--- src/rtl/csr_pkg.sv ---
// Shared CSR addresses, mstatus/interrupt bit positions and address classification
// helpers for the machine-mode CSR file.
package csr_pkg;

    localparam logic [11:0] CSR_MSTATUS   = 12'h300;
    localparam logic [11:0] CSR_MISA      = 12'h301;
    localparam logic [11:0] CSR_MIE       = 12'h304;
    localparam logic [11:0] CSR_MTVEC     = 12'h305;
    localparam logic [11:0] CSR_MSCRATCH  = 12'h340;
    localparam logic [11:0] CSR_MEPC      = 12'h341;
    localparam logic [11:0] CSR_MCAUSE    = 12'h342;
    localparam logic [11:0] CSR_MTVAL     = 12'h343;
    localparam logic [11:0] CSR_MIP       = 12'h344;
    localparam logic [11:0] CSR_MCYCLE    = 12'hB00;
    localparam logic [11:0] CSR_MINSTRET  = 12'hB02;
    localparam logic [11:0] CSR_MCYCLEH   = 12'hB80;
    localparam logic [11:0] CSR_MINSTRETH = 12'hB82;
    localparam logic [11:0] CSR_MVENDORID = 12'hF11;
    localparam logic [11:0] CSR_MARCHID   = 12'hF12;
    localparam logic [11:0] CSR_MIMPID    = 12'hF13;
    localparam logic [11:0] CSR_MHARTID   = 12'hF14;

    localparam int unsigned MSTATUS_MIE_BIT  = 3;
    localparam int unsigned MSTATUS_MPIE_BIT = 7;

    localparam int unsigned IRQ_MSI = 3;
    localparam int unsigned IRQ_MTI = 7;
    localparam int unsigned IRQ_MEI = 11;

    localparam logic [31:0] MISA_DEFAULT  = 32'h4000_0100;
    localparam logic [31:0] MIE_WARL_MASK = 32'h0000_0888;

    function automatic logic csr_is_implemented(input logic [11:0] addr);
        logic hit;
        hit = 1'b0;
        case (addr)
            CSR_MSTATUS, CSR_MISA, CSR_MIE, CSR_MTVEC,
            CSR_MSCRATCH, CSR_MEPC, CSR_MCAUSE, CSR_MTVAL, CSR_MIP,
            CSR_MCYCLE, CSR_MINSTRET, CSR_MCYCLEH, CSR_MINSTRETH,
            CSR_MVENDORID, CSR_MARCHID, CSR_MIMPID, CSR_MHARTID: hit = 1'b1;
            default: hit = 1'b0;
        endcase
        return hit;
    endfunction

    function automatic logic csr_is_read_only(input logic [11:0] addr);
        return (addr == CSR_MVENDORID) || (addr == CSR_MARCHID) ||
               (addr == CSR_MIMPID)    || (addr == CSR_MHARTID);
    endfunction

endpackage

--- src/rtl/csr_counter64.sv ---
// 64-bit free-running counter with independently loadable 32-bit halves.
module csr_counter64 (
    input  logic        clk,
    input  logic        rst_n,
    input  logic        inc,
    input  logic        wen_lo,
    input  logic        wen_hi,
    input  logic [31:0] wdata,
    output logic [63:0] value
);

    logic [63:0] value_q;
    logic [63:0] value_d;
    logic [63:0] value_inc;

    // The half not being written still takes the increment, carry included.
    always_comb begin
        value_inc = value_q + 64'(inc);
        value_d   = value_inc;
        if (wen_lo) begin
            value_d[31:0] = wdata;
        end
        if (wen_hi) begin
            value_d[63:32] = wdata;
        end
    end

    always_ff @(posedge clk) begin
        if (!rst_n) begin
            value_q <= '0;
        end else begin
            value_q <= value_d;
        end
    end

    assign value = value_q;

endmodule

--- src/rtl/machine_csr_file.sv ---
// Machine-mode CSR file: combinational read port, registered writes, trap state,
// interrupt request generation and mcycle/minstret counters.
module machine_csr_file
    import csr_pkg::*;
#(
    parameter logic [31:0] HART_ID         = 32'd0,
    parameter logic [31:0] MISA_VALUE      = MISA_DEFAULT,
    parameter logic [31:0] RESET_MTVEC     = 32'h0000_0000,
    parameter bit          ENABLE_COUNTERS = 1'b1
) (
    input  logic        clk,
    input  logic        rst_n,
    input  logic        csr_ren,
    input  logic        csr_wen,
    input  logic [11:0] csr_rwaddr,
    input  logic [31:0] csr_wdata,
    output logic [31:0] csr_rdata,
    output logic [31:0] csr_mepc,
    input  logic        exception_returned,
    input  logic        trap_en,
    input  logic [31:0] trap_cause,
    input  logic [31:0] trap_pc,
    input  logic [31:0] trap_tval,
    input  logic        irq_ext,
    input  logic        irq_timer,
    input  logic        irq_soft,
    input  logic        instret_pulse,
    output logic        interrupt_req,
    output logic        interrupt_pending,
    output logic [31:0] trap_vector,
    output logic        illegal_csr
);

    logic        mstatus_mie_q,  mstatus_mie_d;
    logic        mstatus_mpie_q, mstatus_mpie_d;
    logic [31:0] mie_q,      mie_d;
    logic [31:0] mip_q,      mip_d;
    logic [31:0] mtvec_q,    mtvec_d;
    logic [31:0] mscratch_q, mscratch_d;
    logic [31:0] mepc_q,     mepc_d;
    logic [31:0] mcause_q,   mcause_d;
    logic [31:0] mtval_q,    mtval_d;

    logic        csr_commit;
    logic        cnt_commit;
    logic [63:0] mcycle;
    logic [63:0] minstret;
    logic [31:0] vec_base;

    // A CSR write only lands when neither a trap nor an MRET claims the cycle.
    assign csr_commit = csr_wen && !trap_en && !exception_returned;
    assign cnt_commit = csr_commit && ENABLE_COUNTERS;

    always_comb begin
        mstatus_mie_d  = mstatus_mie_q;
        mstatus_mpie_d = mstatus_mpie_q;
        mie_d          = mie_q;
        mtvec_d        = mtvec_q;
        mscratch_d     = mscratch_q;
        mepc_d         = mepc_q;
        mcause_d       = mcause_q;
        mtval_d        = mtval_q;

        mip_d          = '0;
        mip_d[IRQ_MEI] = irq_ext;
        mip_d[IRQ_MTI] = irq_timer;
        mip_d[IRQ_MSI] = irq_soft;

        if (trap_en) begin
            mepc_d         = {trap_pc[31:2], 2'b00};
            mcause_d       = trap_cause;
            mtval_d        = trap_tval;
            mstatus_mpie_d = mstatus_mie_q;
            mstatus_mie_d  = 1'b0;
        end else if (exception_returned) begin
            mstatus_mie_d  = mstatus_mpie_q;
            mstatus_mpie_d = 1'b1;
        end else if (csr_wen) begin
            case (csr_rwaddr)
                CSR_MSTATUS: begin
                    mstatus_mie_d  = csr_wdata[MSTATUS_MIE_BIT];
                    mstatus_mpie_d = csr_wdata[MSTATUS_MPIE_BIT];
                end
                CSR_MIE:      mie_d      = csr_wdata & MIE_WARL_MASK;
                CSR_MTVEC:    mtvec_d    = {csr_wdata[31:2], 1'b0, csr_wdata[0]};
                CSR_MSCRATCH: mscratch_d = csr_wdata;
                CSR_MEPC:     mepc_d     = {csr_wdata[31:2], 2'b00};
                CSR_MCAUSE:   mcause_d   = csr_wdata;
                CSR_MTVAL:    mtval_d    = csr_wdata;
                default: ;
            endcase
        end
    end

    always_ff @(posedge clk) begin
        if (!rst_n) begin
            mstatus_mie_q  <= 1'b0;
            mstatus_mpie_q <= 1'b0;
            mie_q          <= '0;
            mip_q          <= '0;
            mtvec_q        <= {RESET_MTVEC[31:2], 1'b0, RESET_MTVEC[0]};
            mscratch_q     <= '0;
            mepc_q         <= '0;
            mcause_q       <= '0;
            mtval_q        <= '0;
        end else begin
            mstatus_mie_q  <= mstatus_mie_d;
            mstatus_mpie_q <= mstatus_mpie_d;
            mie_q          <= mie_d;
            mip_q          <= mip_d;
            mtvec_q        <= mtvec_d;
            mscratch_q     <= mscratch_d;
            mepc_q         <= mepc_d;
            mcause_q       <= mcause_d;
            mtval_q        <= mtval_d;
        end
    end

    csr_counter64 u_mcycle (
        .clk    (clk),
        .rst_n  (rst_n),
        .inc    (ENABLE_COUNTERS),
        .wen_lo (cnt_commit && (csr_rwaddr == CSR_MCYCLE)),
        .wen_hi (cnt_commit && (csr_rwaddr == CSR_MCYCLEH)),
        .wdata  (csr_wdata),
        .value  (mcycle)
    );

    csr_counter64 u_minstret (
        .clk    (clk),
        .rst_n  (rst_n),
        .inc    (ENABLE_COUNTERS && instret_pulse),
        .wen_lo (cnt_commit && (csr_rwaddr == CSR_MINSTRET)),
        .wen_hi (cnt_commit && (csr_rwaddr == CSR_MINSTRETH)),
        .wdata  (csr_wdata),
        .value  (minstret)
    );

    always_comb begin
        csr_rdata = '0;
        case (csr_rwaddr)
            CSR_MSTATUS: begin
                csr_rdata[12:11]            = 2'b11;
                csr_rdata[MSTATUS_MPIE_BIT] = mstatus_mpie_q;
                csr_rdata[MSTATUS_MIE_BIT]  = mstatus_mie_q;
            end
            CSR_MISA:      csr_rdata = MISA_VALUE;
            CSR_MIE:       csr_rdata = mie_q;
            CSR_MTVEC:     csr_rdata = mtvec_q;
            CSR_MSCRATCH:  csr_rdata = mscratch_q;
            CSR_MEPC:      csr_rdata = mepc_q;
            CSR_MCAUSE:    csr_rdata = mcause_q;
            CSR_MTVAL:     csr_rdata = mtval_q;
            CSR_MIP:       csr_rdata = mip_q;
            CSR_MCYCLE:    csr_rdata = ENABLE_COUNTERS ? mcycle[31:0]    : '0;
            CSR_MCYCLEH:   csr_rdata = ENABLE_COUNTERS ? mcycle[63:32]   : '0;
            CSR_MINSTRET:  csr_rdata = ENABLE_COUNTERS ? minstret[31:0]  : '0;
            CSR_MINSTRETH: csr_rdata = ENABLE_COUNTERS ? minstret[63:32] : '0;
            CSR_MHARTID:   csr_rdata = HART_ID;
            default:       csr_rdata = '0;
        endcase
    end

    assign illegal_csr = ((csr_ren || csr_wen) && !csr_is_implemented(csr_rwaddr)) ||
                         (csr_wen && csr_is_read_only(csr_rwaddr));

    assign interrupt_pending = |(mip_q & mie_q);
    assign interrupt_req     = mstatus_mie_q && interrupt_pending;
    assign csr_mepc          = mepc_q;

    // Vectored mode only offsets for interrupts; the shifted cause wraps mod 2^32.
    assign vec_base    = {mtvec_q[31:2], 2'b00};
    assign trap_vector = (mtvec_q[0] && trap_cause[31]) ?
                         vec_base + {trap_cause[29:0], 2'b00} : vec_base;

endmodule

--- config.mk ---
export PLATFORM = sky130hd
export DESIGN_NAME = machine_csr_file
export DESIGN_NICKNAME = d
export VERILOG_FILES = /design/src/rtl/csr_pkg.sv /design/src/rtl/csr_counter64.sv /design/src/rtl/machine_csr_file.sv
export SDC_FILE = /design/constraint.sdc
export NUM_CORES = 1
export LEC_CHECK = 0
export CAP_MARGIN = 20
export CORE_MARGIN = 3
export CORE_UTILIZATION = 40
export DETAILED_ROUTE_END_ITERATION = 12
export GPL_TIMING_DRIVEN = 0
export MAX_ROUTING_LAYER = met4
export PLACE_DENSITY = 0.6
export SLEW_MARGIN = 15
export SYNTH_ARGS = -nofsm -noshare
export SYNTH_HDL_FRONTEND = slang
export SYNTH_SLANG_ARGS = --single-unit
--- constraint.sdc ---
create_clock -name clk -period 9.4 [get_ports clk]
set_input_delay 1.88 -clock clk [delete_from_list [all_inputs] [get_ports clk]]
set_output_delay 1.88 -clock clk [all_outputs]
set_load 0.03 [all_outputs]
==> results of run 1 <==
==> through the flow <==
| stage | utilization, % | setup slack (ns) |
|---|---|---|
| 2_1_floorplan | - | 2.91 |
| 3_3_place_gp | 47.3 | 0.733 |
| 3_5_place_dp | 47.3 | 0.951 |
| 4_1_cts | 50.0 | 0.950 |
| 5_1_grt | 50.0 | 0.572 |
| 6_report | 50.0 | 0.740 |
==> metal layers <==
layer  vias up  wire length, um  global-route usage, %
met5         -                0                      -
met2      1013            32300                   47.8
met3       162             6900                   4.35
li1       8281                -                      -
met4         0             2580                   10.3
met1      8737            33200                   47.1
==> state kept, by name, summed over array words and instances (netlist names), 3 cells and up <==
name	flops
mie_q	3
csr_mepc	30
u_minstret.value	64
u_mcycle.value	64
mtval_q	32
mip_q	3
mscratch_q	32
mcause_q	32
mtvec_q	31
==> worst paths after layout <==
check,start,to,slack (ns),cells after the start
worst max-delay path,csr_rwaddr[5],csr_rdata[22],0.74,11
worst max register to register,u_minstret.value[14]$_SDFF_PN0_,u_minstret.value[53]$_SDFF_PN0_,6.10,10
worst min register to register,mscratch_q[27]$_SDFFE_PN0P_,mscratch_q[27]$_SDFFE_PN0P_,0.46,2
worst min-delay path,mscratch_q[27]$_SDFFE_PN0P_,mscratch_q[27]$_SDFFE_PN0P_,0.46,2
==> cell usage in the layout (no fill, tap or decap), drive strengths merged, types with 12 or more instances in the layout <==
master	count
nand4	39
nor3	19
nand3	75
ha	32
mux2i	159
and3	26
clkbuf	198
a211oi	71
mux2	27
inv	21
xor2	95
buf	37
dfxtp	293
o21ai	107
and2	12
a22oi	56
o22ai	27
nor2	297
and4	21
xnor2	53
a21oi	231
clkdlybuf4s50	210
nand2	252
==> power groups by stage <==
stage	Clock, mW	Combinational [mW]	Sequential (mW)
detailed placement	0	0.293	1.32
global placement	0	0.291	1.32
CTS	1.38	0.294	1.29
floorplan	0	0.135	1.32
global route	1.44	0.316	1.29
finish	1.38	0.300	1.29
==> logic make-up (layout without fill, tap and decap cells) <==
logic type	after synthesis	in the layout	share of synthesized area (%)
AOI/OAI and AO/OA	564	564	19.9
xor gates and xnor gates	148	148	7.57
adders and majority gates	33	33	2.46
buffers and inverters	201	473	4.63
DFF	293	293	34.3
muxes	186	186	11.1
other	1	4	0.0219
and+or+nand+nor	766	766	20.1
==> worst max-delay path: cells and delay by family <==
kind                   cells  cell delay, ns
AO/OA/AOI/OAI              2            0.45
AND/OR/NAND/NOR            4            1.59
buffers and inverters      5            2.84
==> layout make-up <==
cell class | instances | area, um2
clock inverters | 10 | 119
well taps | 539 | 674
inverters | 18 | 67.6
multi-input cells | 1701 | 10500
clock buffers | 51 | 1020
fillers | 4124 | 21100
plain buffers | 183 | 726
flip-flops and latches | 293 | 5870
repair buffers | 211 | 2110
==> metrics.txt, run 1 <==
outcome=finished clean; routed vias/inst=6.05; CTS Buffer Depth=3; quantity of hold-fixing buffers added after cts=0; CP cell instances=clkdlybuf4s50_1 -> nor3_1 -> nor4b_2 -> nand2_1 -> clkbuf_1 -> nor2_1 -> clkbuf_1 -> buf_1 -> a21oi_1 -> o211ai_1 -> clkdlybuf4s50_1; setup repair bufs after CTS=0; drt wl/cell=about 25 um; CP arrival=a little under 7 ns; placed standard-cell area=around 20000 um2; die height=~210 um; Critical Path Sink Type=output port; Num CTS Buffers=35; CP max stage delay=~0.75 ns; combinational share of power=approximately a tenth; vias in the first global route=~17000; Peak supply drop=just over 0.1 mV; Core Box Area=between 40000 and 50000 um2; fin. max-slew vios=0; Final #Nets=2626; synth unique cells=63; drt drc=0; largest net degree at the start of global routing=13; Clock Sinks=around 300; Area Overhead vs Synth=23.0%; max cap viols=0; RSZ-0062 raised after global routing=no; number of flops mapped to enable cells by yosys=0; post-synthesis register bit count=just under 300; Leak Pwr=7.35 nW; Hold WS=0.457 ns; Root Driver=clkbuf_16; share of the synthesized area in the top cell type=between 30% and 40%; worst-path fanout max=10; DP HPWL=57.8 mm; post-synthesis sequential area ratio=34.3%; overall power=between 2 and 3 mW; IO Count=249; Final Skew=between 0.01 and 0.015 ns; Pre-Repair DR Iteration Count=7; Slew headroom=31.9%; # port buffers=210; yosys warns=0; Overall Global Routing Usage=roughly a third; Antenna Cells=0; Syn Area/Cell=7.81 um2; worst slew pin tran=just over 1 ns; Die W=~210 um; sw frac=approximately a quarter; Startpoint Class=input port; antenna violations before repair=0; clock power share=between 40% and 50%; min cycle time layout=between 8 and 9 ns; routability congestion estimate=0.955; Internal=2.19 mW; period utilization=between 90% and 100%; sequential power share=43.5%; final WL=75.0 mm; Post-Place Cells=2945; gr ovfl total=0; ranking of synthesized cells by area=dfxtp_1 34%, mux2i_1 9.3%, a21oi_1 6.8%; ys async rst share=0%; most common flop cell mapped by yosys=dfxtp_1; H-tree Lvls=2; worst skew pair latency=between 0.5 and 0.6 ns; commonest cells in the netlist=297 x nor2_1, 293 x dfxtp_1, 252 x nand2_1; Crit Path Category=in2out; final hold vios=0; Syn Inst Count=around 2200; vias=~18000; Starting Density=approximately two fifths; die area=roughly 45000 um2; switching power total=between 700 and 800 uW; first-pass GRT wire length=109 mm; First DRT Iteration DRCs=2250; Mapped Area=~17000 um2; Finished Layout Cells=around 3000; CTS tree=yes; Worst Hold Class=reg2reg; CP max-delay cell=clkdlybuf4s50_1; CTS clk-pin slew, worst paths=0.06 ns; Post-Route Setup TNS=0 ns; CTS resizes=0; most numerous cell in the Yosys netlist=nor2_1; Cell Rows=75; Final setup viols=0; fmax=115 MHz; share of cells above drive strength 1=roughly 4.8%; Pwr per Cell Area=about 140 nW/um2; Worst Path Required=~7.5 ns; Antenna Nets Post-Route=0; top cell type by total area after synthesis=dfxtp_1; post-route design area=between 20000 and 25000 um2
Note: power is estimated with default switching activity, not from simulation.
==> run 2, diff against run 1 <==
--- a/config.mk
+++ b/config.mk
@@ -5,7 +5,6 @@
 export SDC_FILE = /design/constraint.sdc
 export NUM_CORES = 1
 export LEC_CHECK = 0
-export CAP_MARGIN = 20
 export CORE_MARGIN = 3
 export CORE_UTILIZATION = 40
 export DETAILED_ROUTE_END_ITERATION = 12
==> results of run 2 <==
Final layout, timing and power as in run 1 (identical DEF).
==> run 3, diff against run 2 <==
--- a/config.mk
+++ b/config.mk
@@ -9,7 +9,6 @@
 export CORE_UTILIZATION = 40
 export DETAILED_ROUTE_END_ITERATION = 12
 export GPL_TIMING_DRIVEN = 0
-export MAX_ROUTING_LAYER = met4
 export PLACE_DENSITY = 0.6
 export SLEW_MARGIN = 15
 export SYNTH_ARGS = -nofsm -noshare
==> metrics.txt, run 3 (same netlist as run 1, synthesis figures left out) <==
CP max stage delay=0.75 ns (about the same); most frequent cells in the layout=297 x nor2_1, 293 x dfxtp_1, 252 x nand2_1; Post-Route Setup TNS=0 ns (unchanged); multi-input logic area=10500 um2 (unchanged); worst-path fanout max=10 (unchanged); Leak Pwr=7.33 nW (-0.27%); worst skew pair latency=0.53 ns (about the same); final WL=74.1 mm (-1.2%); Slew headroom=27.6% (-4.3 points); outcome=finished clean; Peak supply drop=0.108 mV (+5.7%); Die W=213 um (unchanged); drt drc=0 (unchanged); worst slew pin tran=1.09 ns (+0.0651 ns); antenna violations before repair=0 (unchanged); largest net degree at the start of global routing=13 (unchanged); CP arrival=6.81 ns (+0.03 ns); Core Box Area=42100 um2 (unchanged); Startpoint Class=input port; Num CTS Buffers=36 (+2.9%); Clock Sinks=293 (unchanged); setup repair bufs after CTS=0 (unchanged); share of cells above drive strength 1=4.58% (-0.20 points); period utilization=92.5% (+0.34 points); routability congestion estimate=0.941 (-1.5%); first-pass GRT wire length=108 mm (-1.3%); fin util=49.8% (-0.16 points); Final Skew=0.0147 ns (+0.00444 ns); crit path buf inv count=5 (unchanged); CP cell instances=clkdlybuf4s50_1 -> nor3_1 -> nor4b_2 -> nand2_1 -> clkbuf_1 -> nor2_1 -> clkbuf_1 -> buf_1 -> a21oi_1 -> o211ai_1 -> clkdlybuf4s50_1; overall power=2.91 mW (-2.2%); DP HPWL=57.2 mm (-0.99%); Crit Path Category=in2out; vias=18170 (-0.13%); fill cell count=4187 (+1.5%); fmax=115 MHz (-0.36%); H-tree Lvls=2 (unchanged); Antenna Cells=0 (unchanged); register area=5870 um2 (unchanged); die height=213 um (unchanged); First DRT Iteration DRCs=2050 (-8.9%); Worst Hold Class=reg2reg; Final setup viols=0 (unchanged); gr ovfl total=0 (unchanged); # port buffers=210 (unchanged); CP max-delay cell=clkdlybuf4s50_1; Pre-Repair DR Iteration Count=6 (-1); quantity of hold-fixing buffers added after cts=0 (unchanged); RSZ-0062 raised after global routing=no; CTS Buffer Depth=3 (unchanged); CP top delay family=buffers and inverters; routed vias/inst=6.05 (about the same); CTS clk-pin slew, worst paths=0.06 ns (about the same); Root Driver=clkbuf_16; Antenna Nets Post-Route=0 (unchanged); die area=45300 um2 (unchanged); fin. max-slew vios=0 (unchanged); Worst Path Required=7.52 ns (about the same); IO Count=249 (unchanged); CTS tree=yes; max cap viols=0 (unchanged); Final #Nets=2627 (+0.038%); min cycle time layout=8.69 ns (+0.0315 ns); Area Overhead vs Synth=22.6%; Overall Global Routing Usage=31.5% (-1.3 points); Pwr per Cell Area=138 nW/um2 (-1.8%); vias in the first global route=16876 (-0.87%); commonest non-fill, non-tap cell in the layout=nor2_1; final hold vios=0 (unchanged); CTS resizes=0 (unchanged); Cell Rows=75 (unchanged); Starting Density=40.6% (unchanged); drt wl/cell=24.7 um (-1.1%); Critical Path Sink Type=output port
-- run 3: cell count changes in the layout (fill, tap and decap cells not counted), sizes merged --
cell / change
inv: -3
clkinv: +4
bufinv: -2
clkinvlp: -3
clkbuf: +2
-- run 3: worst reg2reg max path, stage by stage (launching register included) --
cell and delay (ns):
dfxtp_1 0.34, ha_1 0.24, ha_1 0.24, nand3_1 0.13, nor4_4 0.76, nand4_4 0.30
or4_4 0.53, or3_1 0.32, a311oi_1 0.27
-- run 3: final timing paths --
check	cells past startpoint	slack, ns	startpoint	to
worst max-delay path	11	0.71	csr_rwaddr[5]	csr_rdata[18]
worst min-delay path	2	0.46	mscratch_q[26]$_SDFFE_PN0P_	mscratch_q[26]$_SDFFE_PN0P_
worst max register to register	8	6.16	u_minstret.value[0]$_SDFF_PN0_	u_minstret.value[54]$_SDFF_PN0_
worst min register to register	2	0.46	mscratch_q[26]$_SDFFE_PN0P_	mscratch_q[26]$_SDFFE_PN0P_
-- run 3: cell type report --
class,count,area share (%)
buffer,183,3.46
timing repair buffer,211,10.0
tap,539,3.21
inverter,18,0.322
clock inverter,6,0.143
clock buffer,53,4.93
sequential,293,27.9
multi-input combinational,1701,50.0
-- run 3: routing by layer --
| metal | vias to the layer above | global-route usage (%) | part of all wire (%) |
|---|---|---|---|
| met1 | 8753 | 46.1 | 45 |
| li1 | 8284 | - | - |
| met5 | - | 0 | 0 |
| met2 | 983 | 47.0 | 43 |
| met4 | 0 | 10.4 | 3.5 |
| met3 | 150 | 5.19 | 9.2 |
-- run 3: report_power, final --
group	total [mW]	switching, mW	internal (mW)
logic	0.299	0.185	0.114
clock network	1.32	0.557	0.758
registers	1.29	0.0228	1.27
-- run 3: stage by stage --
stage                     hold slack, ns  std cells  area, um2  setup WS [ns]
after floorplan                    0.436       2195      17100           2.91
after global routing               0.475       3004      21000          0.543
after detailed placement           0.448       2945      19900          0.964
after global placement             0.441       2944      19900          0.873
final                              0.458       3004      21000          0.708
after CTS                          0.456       3004      21000          0.969
